$ cat config.mk
export PLATFORM = sky130hd
export DESIGN_NAME = event_capture_flat
export DESIGN_NICKNAME = d
export VERILOG_FILES = /design/src/rtl/event_capture_pkg.sv /design/src/rtl/event_capture_if.sv /design/src/rtl/event_capture_fifo.sv /design/src/rtl/event_capture.sv /design/src/flat_wrapper.sv
export SDC_FILE = /design/constraint.sdc
export NUM_CORES = 1
export LEC_CHECK = 0
export ABC_CLOCK_PERIOD_IN_PS = 21000
export CORE_AREA = 4 4 277 415
export DETAILED_ROUTE_END_ITERATION = 7
export DIE_AREA = 0 0 281 419
export SLEW_MARGIN = 0
export SYNTH_ARGS = -nofsm -noshare
export SYNTH_HDL_FRONTEND = slang
export SYNTH_SLANG_ARGS = --single-unit
$ cat constraint.sdc
create_clock -name clk -period 21 [get_ports clk]
set_clock_uncertainty 0.05 [all_clocks]
set_input_delay 4.2 -clock clk [delete_from_list [all_inputs] [get_ports clk]]
set_output_delay 4.2 -clock clk [all_outputs]
set_load 0.01 [all_outputs]
$ cat src/rtl/event_capture_pkg.sv
// event_capture_pkg
//   Shared constants and helpers for the event-capture block.
//   - OVF_W            : width of the saturating drop counter
//   - MAX_WIDTH        : largest supported event vector width
//   - rec_width()      : packed record width {ts, value, changed}
//   - snapshot_changed(): all-ones "changed" mask used by the post-reset snapshot
package event_capture_pkg;

  localparam int MAX_WIDTH = 64;
  localparam int OVF_W     = 16;

  // Record layout in FIFO storage, MSB first: ts, value, changed.
  function automatic int rec_width(input int ts_w, input int ev_w);
    return ts_w + 2 * ev_w;
  endfunction

  // Ones in the low ev_w bits; the caller keeps the bits it needs.
  function automatic logic [MAX_WIDTH-1:0] snapshot_changed(input int ev_w);
    logic [MAX_WIDTH-1:0] m;
    m = '0;
    for (int i = 0; i < MAX_WIDTH; i++) begin
      if (i < ev_w) m[i] = 1'b1;
    end
    return m;
  endfunction

endpackage

$ cat src/rtl/event_capture_if.sv
// event_capture_if
//   Bundles the event inputs, masks and the record output stream of
//   event_capture.
//   master : event source / record consumer (drives ev, enable, masks, out_ready)
//   slave  : the capture block (drives out_* stream, count, overflow_cnt)
interface event_capture_if
  import event_capture_pkg::*;
#(
  parameter int WIDTH    = 32,
  parameter int DEPTH    = 8,
  parameter int TS_WIDTH = 32
);

  localparam int CNT_W = $clog2(DEPTH) + 1;

  logic [WIDTH-1:0]    ev;
  logic                enable;
  logic [WIDTH-1:0]    rise_en;
  logic [WIDTH-1:0]    fall_en;
  logic                out_valid;
  logic                out_ready;
  logic [TS_WIDTH-1:0] out_ts;
  logic [WIDTH-1:0]    out_value;
  logic [WIDTH-1:0]    out_changed;
  logic [CNT_W-1:0]    count;
  logic [OVF_W-1:0]    overflow_cnt;

  modport master (
    output ev, enable, rise_en, fall_en, out_ready,
    input  out_valid, out_ts, out_value, out_changed, count, overflow_cnt
  );

  modport slave (
    input  ev, enable, rise_en, fall_en, out_ready,
    output out_valid, out_ts, out_value, out_changed, count, overflow_cnt
  );

endinterface

$ cat src/rtl/event_capture_fifo.sv
// event_capture_fifo
//   Generic synchronous show-ahead FIFO, DEPTH a power of two >= 2.
//   Ports:
//     clk, rst   : clock, synchronous active-high reset (pointers only)
//     push_i     : write din_i; accepted when not full, or when full and
//                  a pop happens in the same cycle
//     pop_i      : remove head; ignored when empty
//     din_i      : write data
//     dout_o     : head entry, combinational from storage
//     full_o     : DEPTH entries held
//     empty_o    : no entries held
//     count_o    : occupancy 0..DEPTH
module event_capture_fifo #(
  parameter int DATA_W = 8,
  parameter int DEPTH  = 8
) (
  input  logic                   clk,
  input  logic                   rst,
  input  logic                   push_i,
  input  logic                   pop_i,
  input  logic [DATA_W-1:0]      din_i,
  output logic [DATA_W-1:0]      dout_o,
  output logic                   full_o,
  output logic                   empty_o,
  output logic [$clog2(DEPTH):0] count_o
);

  localparam int AW = $clog2(DEPTH);

  // Pointers carry one extra wrap bit so full and empty are distinguishable.
  logic [AW:0]       wr_ptr_q, wr_ptr_d;
  logic [AW:0]       rd_ptr_q, rd_ptr_d;
  logic [DATA_W-1:0] mem_q [DEPTH];
  logic              do_push, do_pop;

  always_comb begin
    empty_o  = (wr_ptr_q == rd_ptr_q);
    full_o   = (wr_ptr_q[AW] != rd_ptr_q[AW]) &&
               (wr_ptr_q[AW-1:0] == rd_ptr_q[AW-1:0]);
    do_pop   = pop_i && !empty_o;
    // A pop frees the slot a same-cycle push needs when full.
    do_push  = push_i && (!full_o || do_pop);
    wr_ptr_d = do_push ? wr_ptr_q + {{AW{1'b0}}, 1'b1} : wr_ptr_q;
    rd_ptr_d = do_pop  ? rd_ptr_q + {{AW{1'b0}}, 1'b1} : rd_ptr_q;
    count_o  = wr_ptr_q - rd_ptr_q;
    dout_o   = mem_q[rd_ptr_q[AW-1:0]];
  end

  always_ff @(posedge clk) begin
    if (rst) begin
      wr_ptr_q <= '0;
      rd_ptr_q <= '0;
    end else begin
      wr_ptr_q <= wr_ptr_d;
      rd_ptr_q <= rd_ptr_d;
    end
  end

  // Storage is data only; emptiness is tracked by the pointers.
  always_ff @(posedge clk) begin
    if (do_push) mem_q[wr_ptr_q[AW-1:0]] <= din_i;
  end

endmodule

$ cat src/rtl/event_capture.sv
// event_capture
//   Samples an event vector every clock, detects masked per-bit rising and
//   falling edges, and queues a timestamped record {ts, value, changed} per
//   detected change in a DEPTH-entry FIFO drained over a valid/ready stream.
//   The first cycle after reset pushes a snapshot of ev (changed = all ones)
//   when enable is high in that cycle.
//   Ports:
//     clk  : clock, posedge
//     rst  : synchronous active-high reset
//     bus  : event_capture_if.slave
//            ev, enable, rise_en, fall_en     - capture inputs
//            out_valid/out_ready, out_ts,
//            out_value, out_changed           - show-ahead record stream
//            count                            - FIFO occupancy
//            overflow_cnt                     - dropped records, saturating
module event_capture
  import event_capture_pkg::*;
#(
  parameter int WIDTH    = 32,
  parameter int DEPTH    = 8,
  parameter int TS_WIDTH = 32
) (
  input  logic           clk,
  input  logic           rst,
  event_capture_if.slave bus
);

  localparam int REC_W = rec_width(TS_WIDTH, WIDTH);
  localparam int CNT_W = $clog2(DEPTH) + 1;
  localparam logic [MAX_WIDTH-1:0] SNAP_FULL = snapshot_changed(WIDTH);
  localparam logic [WIDTH-1:0] SNAPSHOT_CHANGED = SNAP_FULL[WIDTH-1:0];

  function automatic logic [OVF_W-1:0] sat_inc(input logic [OVF_W-1:0] v);
    return (v == {OVF_W{1'b1}}) ? v : v + {{(OVF_W-1){1'b0}}, 1'b1};
  endfunction

  logic [WIDTH-1:0]    ev_q, ev_d;
  logic [TS_WIDTH-1:0] ts_q, ts_d;
  logic                first_q;
  logic [OVF_W-1:0]    ovf_q, ovf_d;

  logic [WIDTH-1:0]    trig;
  logic [WIDTH-1:0]    changed;
  logic                push_req;
  logic                pop;
  logic                drop;
  logic [REC_W-1:0]    rec_in;
  logic [REC_W-1:0]    rec_head;
  logic                fifo_full;
  logic                fifo_empty;
  logic [CNT_W-1:0]    fifo_count;

  always_comb begin
    trig     = (bus.ev & ~ev_q & bus.rise_en) | (~bus.ev & ev_q & bus.fall_en);
    // first_q is high only in the cycle right after reset; if enable is low
    // then, the snapshot is lost rather than carried forward.
    push_req = bus.enable && (first_q || (|trig));
    changed  = first_q ? SNAPSHOT_CHANGED : trig;
    rec_in   = {ts_q, bus.ev, changed};
    pop      = !fifo_empty && bus.out_ready;
    drop     = push_req && fifo_full && !pop;
    ovf_d    = drop ? sat_inc(ovf_q) : ovf_q;
    ts_d     = ts_q + {{(TS_WIDTH-1){1'b0}}, 1'b1};
    ev_d     = bus.ev;
  end

  // Capture stage: previous ev, timestamp, snapshot flag, drop counter.
  always_ff @(posedge clk) begin
    if (rst) begin
      ev_q    <= '0;
      ts_q    <= '0;
      first_q <= 1'b1;
      ovf_q   <= '0;
    end else begin
      ev_q    <= ev_d;
      ts_q    <= ts_d;
      first_q <= 1'b0;
      ovf_q   <= ovf_d;
    end
  end

  event_capture_fifo #(
    .DATA_W (REC_W),
    .DEPTH  (DEPTH)
  ) u_fifo (
    .clk     (clk),
    .rst     (rst),
    .push_i  (push_req),
    .pop_i   (pop),
    .din_i   (rec_in),
    .dout_o  (rec_head),
    .full_o  (fifo_full),
    .empty_o (fifo_empty),
    .count_o (fifo_count)
  );

  assign bus.out_valid = !fifo_empty;
  assign bus.out_ts      = rec_head[REC_W-1 -: TS_WIDTH];
  assign bus.out_value   = rec_head[2*WIDTH-1 -: WIDTH];
  assign bus.out_changed = rec_head[WIDTH-1:0];
  assign bus.count        = fifo_count;
  assign bus.overflow_cnt = ovf_q;

endmodule

$ cat src/flat_wrapper.sv
// flat-port wrapper written by rule: the top's interface ports become plain ports
module event_capture_flat import event_capture_pkg::*;
#(
  parameter int WIDTH    = 32,
  parameter int DEPTH    = 8,
  parameter int TS_WIDTH = 32
)
  (clk, rst, bus_ev, bus_enable, bus_rise_en, bus_fall_en, bus_out_ready, bus_out_valid, bus_out_ts, bus_out_value, bus_out_changed, bus_count, bus_overflow_cnt);
  event_capture_if #(.WIDTH(WIDTH), .DEPTH(DEPTH), .TS_WIDTH(TS_WIDTH)) bus_i ();
  input  logic clk;
  input  logic rst;
  input wire logic [$bits(bus_i.ev)-1:0] bus_ev;
  input wire logic [$bits(bus_i.enable)-1:0] bus_enable;
  input wire logic [$bits(bus_i.rise_en)-1:0] bus_rise_en;
  input wire logic [$bits(bus_i.fall_en)-1:0] bus_fall_en;
  input wire logic [$bits(bus_i.out_ready)-1:0] bus_out_ready;
  output wire logic [$bits(bus_i.out_valid)-1:0] bus_out_valid;
  output wire logic [$bits(bus_i.out_ts)-1:0] bus_out_ts;
  output wire logic [$bits(bus_i.out_value)-1:0] bus_out_value;
  output wire logic [$bits(bus_i.out_changed)-1:0] bus_out_changed;
  output wire logic [$bits(bus_i.count)-1:0] bus_count;
  output wire logic [$bits(bus_i.overflow_cnt)-1:0] bus_overflow_cnt;
  assign bus_i.ev = bus_ev;
  assign bus_i.enable = bus_enable;
  assign bus_i.rise_en = bus_rise_en;
  assign bus_i.fall_en = bus_fall_en;
  assign bus_i.out_ready = bus_out_ready;
  assign bus_out_valid = bus_i.out_valid;
  assign bus_out_ts = bus_i.out_ts;
  assign bus_out_value = bus_i.out_value;
  assign bus_out_changed = bus_i.out_changed;
  assign bus_count = bus_i.count;
  assign bus_overflow_cnt = bus_i.overflow_cnt;
  event_capture #(.WIDTH(WIDTH), .DEPTH(DEPTH), .TS_WIDTH(TS_WIDTH)) u_core (.clk(clk), .rst(rst), .bus(bus_i));
endmodule
# [Word-level counts from Yosys, hierarchy flattened]
# Memories as Yosys holds them, arrays and structs flattened. A register that Yosys moved wholly into a read port is not among the register bits.
# Cells that the tools add are included.
[op_classes] mul=0 n_eq_ne=4 add_sub_neg=5 n_shift=0 n_bitwise=8 n_lt_le_gt_ge=0 div_mod_pow=0 reduce_logical=14 muxes=6
[op_table] op="bitwise AND 32 bit" count=4
[op_table] op="inverter 32 bit" count=2
[op_table] op="adder 32 x 1 -> 32 bit (second input constant)" count=1
[op_table] op="two-way mux 32 bit" count=1
[op_table] op="OR 32 bit" count=1
[op_table] op="OR reduction 32 bit" count=1
[op_table] op="adder 16 x 1 -> 16 bit (second input constant)" count=1
[op_table] op="== test 16 bit (second input constant)" count=1
[op_table] op="adder 4 x 1 -> 4 bit (second input constant)" count=2
[op_table] op="logical AND 1 bit" count=7
[op_table] op="two-way mux 3 bit" count=2
[op_table] op="== test 4 bit" count=1
[op_table] op="subtractor 4 bit" count=1
[op_table] op="== test 3 bit" count=1
[op_table] op="logical NOT 1 bit" count=3
[op_table] op="two-way mux 1 bit" count=3
[op_table] op="logical OR 1 bit" count=2
[op_table] op="AND reduction 2 bit" count=1
[op_table] op="!= test 1 bit" count=1
[op_table] op="inverter 1 bit" count=1
[word_totals] latchBits=0 ram_bits=768 memories=1 output_inout_bits=117 mem_bits_ro=0 wordCells=44 register_bits=89 input_bits=100
[memory_table] name="u_core.u_fifo.mem_q" depth=8 width=96 read_ports=1 rd_clocked_by_memory_dff=1 wr=1 line="event_capture_fifo.sv:33" text="logic [DATA_W-1:0] mem_q [DEPTH];"

# [Depth between registers and ports, before layout]
[logic_depth] depth_word=10 ltp_mapped=9 ltp_nobuf=8

# [Cells and area by module]
# From an unflattened synthesis, not the netlist that was laid out.
[hier_totals] cells_unflattened=1646 area_unflattened_um2=33440.8
[by_module_without_submodules] mod="event_capture_fifo" area_each_um2=29442.0 n_inst=1 seq_area_each_um2=23282.3 cells_each=1184
[by_module_without_submodules] mod="event_capture" area_each_um2=3998.8 n_inst=1 seq_area_each_um2=1621.6 cells_each=462

# [Worst setup path before layout]
# Ideal clock, no wire load.
[synth_path] path_kind="input to register" from="input bus_rise_en[30]" to="memory u_core.u_fifo.mem_q[0][0] (netlist bit), enable pin" path_stages=8 setup_ns=0.786 slack_ns=5.932 arrival_time_ns=14.232 required_time_ns=20.164 path_buffers=1 path_cell_list="nand2_1 > o211ai_2 > nor4_1 > nand4_1 > o21ai_4 > buf_6 > nand2b_1 > nor4_1"
[synth_between] elab_chain_cells=8
[synth_rtl] item="start, declared" line="flat_wrapper.sv:14" text="input wire logic [$bits(bus_i.rise_en)-1:0] bus_rise_en;"
[synth_rtl] item="bitwise AND 32 bit" line="event_capture.sv:54" text="trig = (bus.ev & ~ev_q & bus.rise_en) | (~bus.ev & ev_q & bus.fall_en);"
[synth_rtl] item="OR 32 bit" line="event_capture.sv:54"
[synth_rtl] item="OR reduction 32 bit" line="event_capture.sv:57" text="push_req = bus.enable && (first_q || (|trig));"
[synth_rtl] item="logical OR 1 bit" line="event_capture.sv:57"
[synth_rtl] item="logical AND 1 bit" line="event_capture.sv:57"
[synth_rtl] item="logical AND 1 bit" line="event_capture_fifo.sv:42" text="do_push = push_i && (!full_o || do_pop);"
[synth_rtl] item="two-way mux 1 bit" line="event_capture_fifo.sv:61" text="if (do_push) mem_q[wr_ptr_q[AW-1:0]] <= din_i;"
[synth_rtl] item="two-way mux 1 bit (not written as such)" line="event_capture_fifo.sv:61"
[synth_rtl] item="end, declared" line="event_capture_fifo.sv:33"
# Every way passes these cells.

# [Worst setup path in the final report]
[layout_path] from="input bus_ev[14]" to="memory u_core.u_fifo.mem_q[6][20] (netlist bit), enable pin"
[layout_between] elab_chain_cells=10 elab_cells_between_ends=12 classes_between="2 x mux; 6 x bitwise; 4 x reduce/logical"
[layout_rtl] item="start, declared" line="flat_wrapper.sv:12" text="input wire logic [$bits(bus_i.ev)-1:0] bus_ev;"
[layout_rtl] item="inverter 32 bit" line="event_capture.sv:54"
[layout_rtl] item="bitwise AND 32 bit (2 in series)" line="event_capture.sv:54"
[layout_rtl] item="OR 32 bit (*)" line="event_capture.sv:54"
[layout_rtl] item="OR reduction 32 bit (*)" line="event_capture.sv:57"
[layout_rtl] item="logical OR 1 bit (*)" line="event_capture.sv:57"
[layout_rtl] item="logical AND 1 bit (*)" line="event_capture.sv:57"
[layout_rtl] item="logical AND 1 bit (*)" line="event_capture_fifo.sv:42"
[layout_rtl] item="two-way mux 1 bit (*)" line="event_capture_fifo.sv:61"
[layout_rtl] item="two-way mux 1 bit (not written as such) (*)" line="event_capture_fifo.sv:61"
# Every way passes the cells marked *; elsewhere a longest branch is shown, timed or not.

==> impl_metrics.csv <==
group,metric,value,unit
outcome,outcome,"finished clean",
sta,period_needed,8540,ps
cells_and_area,multi_input_area,8040,sq um
synth,async_flop_share,0,%
pwr,p_switching,0.937,mW
cells_and_area,layout_commonest_cell,"edfxtp_1",
clocking,hold_buffers,0,
die,io_pins,217,
place,portBuffers,216,
pwr,intPower,3.10,mW
die,die_x,281,microns
clocking,worstSkewPairLatency,640,ps
sta,slew_viol_final,0,
cells_and_area,nFillCells,10216,
clocking,cts_root_buf,"clkbuf_16",
clocking,tritoncts,"built",
route,post_drt_wl_per_cell,23.1,microns
route,antenna_left,0,
sta,fin_crit_sh,40.7,%
hold_path,min_from,"u_core.bus.overflow_cnt[9]",
die,core_area,111000,sq um
clocking,clkSinkCount,860,
sta,rsz0062_at_grt,"no",
die,fp-row-count,150,
synth,seq_area_frac_synth,74.9,%
route,drt_iter0_drc,1121,
sta,max_slew.worst_pin.slew,1300,ps
worst_setup_path,crit_path_max_fanout,53,
synth,syn-cell-area,33300,sq um
die,start_util,29.9,%
route,dr.pass1.iters,5,
synth,synth_warnings,0,
synth,synthTopCellsByArea,"edfxtp_1 (69%), mux4_2 (13%), dfxtp_1 (5.5%)",
hold_path,min-delay-path-class,"register to register",
hold_path,min_delay_path_depth,2,
cells_and_area,area_growth,20.6,%
run,cap_viol_max_count,0,
worst_setup_path,reg2reg_from,"u_core.ev_q[14]",
clocking,cts_made_buffers,86,
grt,antenna_found_initial,1,
worst_setup_path,end_kind,"register",
die,die_y,419,microns
grt,grt_usage,13.2,%
synth,syn_inst,1656,
worst_setup_path,cp-start-kind,"input pin",
sta,fmaxAchievable,117,MHz
worst_setup_path,reg2reg_depth,8,
die,dieArea,118000,sq um
synth,synth_top_area_share,69.3,%
pwr,p_seq_share,47.8,%
sta,setup_viol,0,
synth,syn_avg_cell_area,20.1,sq um
grt,grt_pass1_wl,116000,microns
pwr,peakVddDrop,69.3,uV
cells_and_area,drive_above_1_share,24.3,%
cells_and_area,fin_cells,3430,
clocking,cts.path.max_buffers,3,
place,hpwl,47700,microns
pwr,finalPower,4.04,mW
clocking,cts_resized,0,
pwr,swShare,23.2,%
synth,synth_fp_nets,1764,
clocking,cts_setup_buffers,0,
route,viasPerCell,4.81,
grt,grt-ovfl-total,0,
pwr,combPwrFrac,13.5,%
pwr,pwr-share-clk,38.7,%
worst_setup_path,reg2reg_slack,16500,ps
sta,relSlewSlack,12.7,%
place,placedCellCount,3268,
worst_setup_path,r2r-end,"u_core.u_fifo.mem_q[6][20]",
route,num_vias,16492,
cells_and_area,final_cell_mix,"edfxtp_1 (768), clkdlybuf4s50_1 (215), mux4_2 (192)",
cells_and_area,final_nets,2020,
worst_setup_path,required,21240,ps
sta,tns,0,ps
synth,postSynthRegisterBits,860,
grt,grt_max_degree,115,
worst_setup_path,path_class,"input pin to register",
clocking,clkTransAtPathRegs,60,ps
route,routed_wl,79300,microns
sta,hold_viol_final,0,
cells_and_area,regArea,24900,sq um
place,gpl.final_weighted_congestion,0.739,
route,drc,0,
place,placement.cell_area,37200,sq um
synth,netlist-cell-type-count,48,
clocking,htreeDepth,3,
hold_path,holdPathEnd,"u_core.bus.overflow_cnt[9]",
cells_and_area,design_area,40100,sq um
worst_setup_path,critPathArrivalTime,8780,ps
pwr,powerDensity,101,nW/um^2
synth,yosysTopAreaCell,"edfxtp_1",
synth,synthFlopType,"edfxtp_1",
synth,synth_edf_count,768,
pwr,power.leakage,12.4,nW
grt,grt_pass1_vias,17742,
-- state kept, by name, summed over array words and instances (netlist names), named ones only --
register                 cells
u_core.ts_q                 32
u_core.u_fifo.mem_q        768
u_core.ev_q                 32
u_core.bus.overflow_cnt     16
u_core.first_q               1
u_core.u_fifo.wr_ptr_q       4
u_core.u_fifo.rd_ptr_q       4
-- power by group through the flow --
stage	Sequential [mW]	Clock (mW)	Combinational (mW)
after floorplan	1.95	0	0.329
after global placement	1.97	0	0.558
after detailed placement	1.97	0	0.563
after CTS	1.93	1.60	0.566
after global routing	1.94	1.68	0.585
final	1.93	1.56	0.544
-- worst max-delay path, stage by stage --
cell             delay (ps)
clkdlybuf4s50_1         710
nand3b_1                160
o21ai_0                 250
nor4_1                 1150
nand4_1                 550
o21ai_4                 560
nor2_2                  120
and4_4                  510
buf_4                   520
-- layer usage --
layer / routed length (microns) / share of wire [%] / track usage (%)
met2: 41800 / 53 / 23.8
met5: 0 / 0 / 0
met1: 31200 / 39 / 15.9
met4: 1790 / 2.3 / 3.87
met3: 4490 / 5.7 / 2.89
-- worst max-delay path by stage --
stage	from	endpoint	slack, ps	depth (start not counted)
5_1_grt	bus_ev[14]	u_core.u_fifo.mem_q[6][44]	12120	9
3_3_place_gp	bus_ev[14]	u_core.u_fifo.mem_q[5][50]	11790	9
6_report	bus_ev[14]	u_core.u_fifo.mem_q[6][20]	12460	9
2_1_floorplan	bus_rise_en[30]	u_core.u_fifo.mem_q[0][0]	5930	8
3_5_place_dp	bus_ev[14]	u_core.u_fifo.mem_q[5][50]	11640	9
4_1_cts	bus_ev[14]	u_core.u_fifo.mem_q[5][26]	12320	9
-- logic make-up (layout without fill, tap and decap cells) --
| group | Yosys count | in the layout | share of synthesized area (%) |
|---|---|---|---|
| adder cells (fa/ha/maj) | 8 | 8 | 0.323 |
| buffers and inverters | 86 | 415 | 1.08 |
| flip-flops | 860 | 860 | 74.9 |
| other | 0 | 1 | 0 |
| XOR/XNOR | 32 | 32 | 0.842 |
| AND/OR/NAND/NOR | 304 | 304 | 5.13 |
| multiplexers | 296 | 296 | 16.5 |
| AO/OA/AOI/OAI | 70 | 70 | 1.23 |
-- cells in the mapped netlist (7+ instances only) --
master,count
o21ai_0,31
xor2_1,20
ha_1,7
nand3b_1,31
nand2b_1,32
nor2b_1,41
nor2_1,45
buf_2,19
nand4_1,17
mux4_2,192
dfxtp_1,92
nor4_1,13
xnor2_1,12
mux2_2,101
edfxtp_1,768
or3_1,10
a21oi_1,18
nor3_1,10
and3_1,8
nand2_1,47
clkbuf_1,48
o21ai_1,9
inv_1,12
nand3_1,30
-- metrics by stage --
stage,hold WS (ps),setup slack (ps),util (%)
detailed placement,458,11640,33.4
floorplan,420,5930,-
CTS,467,12320,36.0
global placement,433,11790,33.4
global route,501,12120,36.0
finish,456,12460,36.0
-- area by class of cell --
type | instances | area share, %
antenna | 1 | 0.00624
clock buffer | 107 | 5.84
inverter | 12 | 0.112
clock inverter | 54 | 1.45
multi-input combinational | 710 | 20.1
tap | 1444 | 4.51
sequential | 860 | 62.1
timing repair buffer | 242 | 5.90
Power figures use the tool's default switching activity.
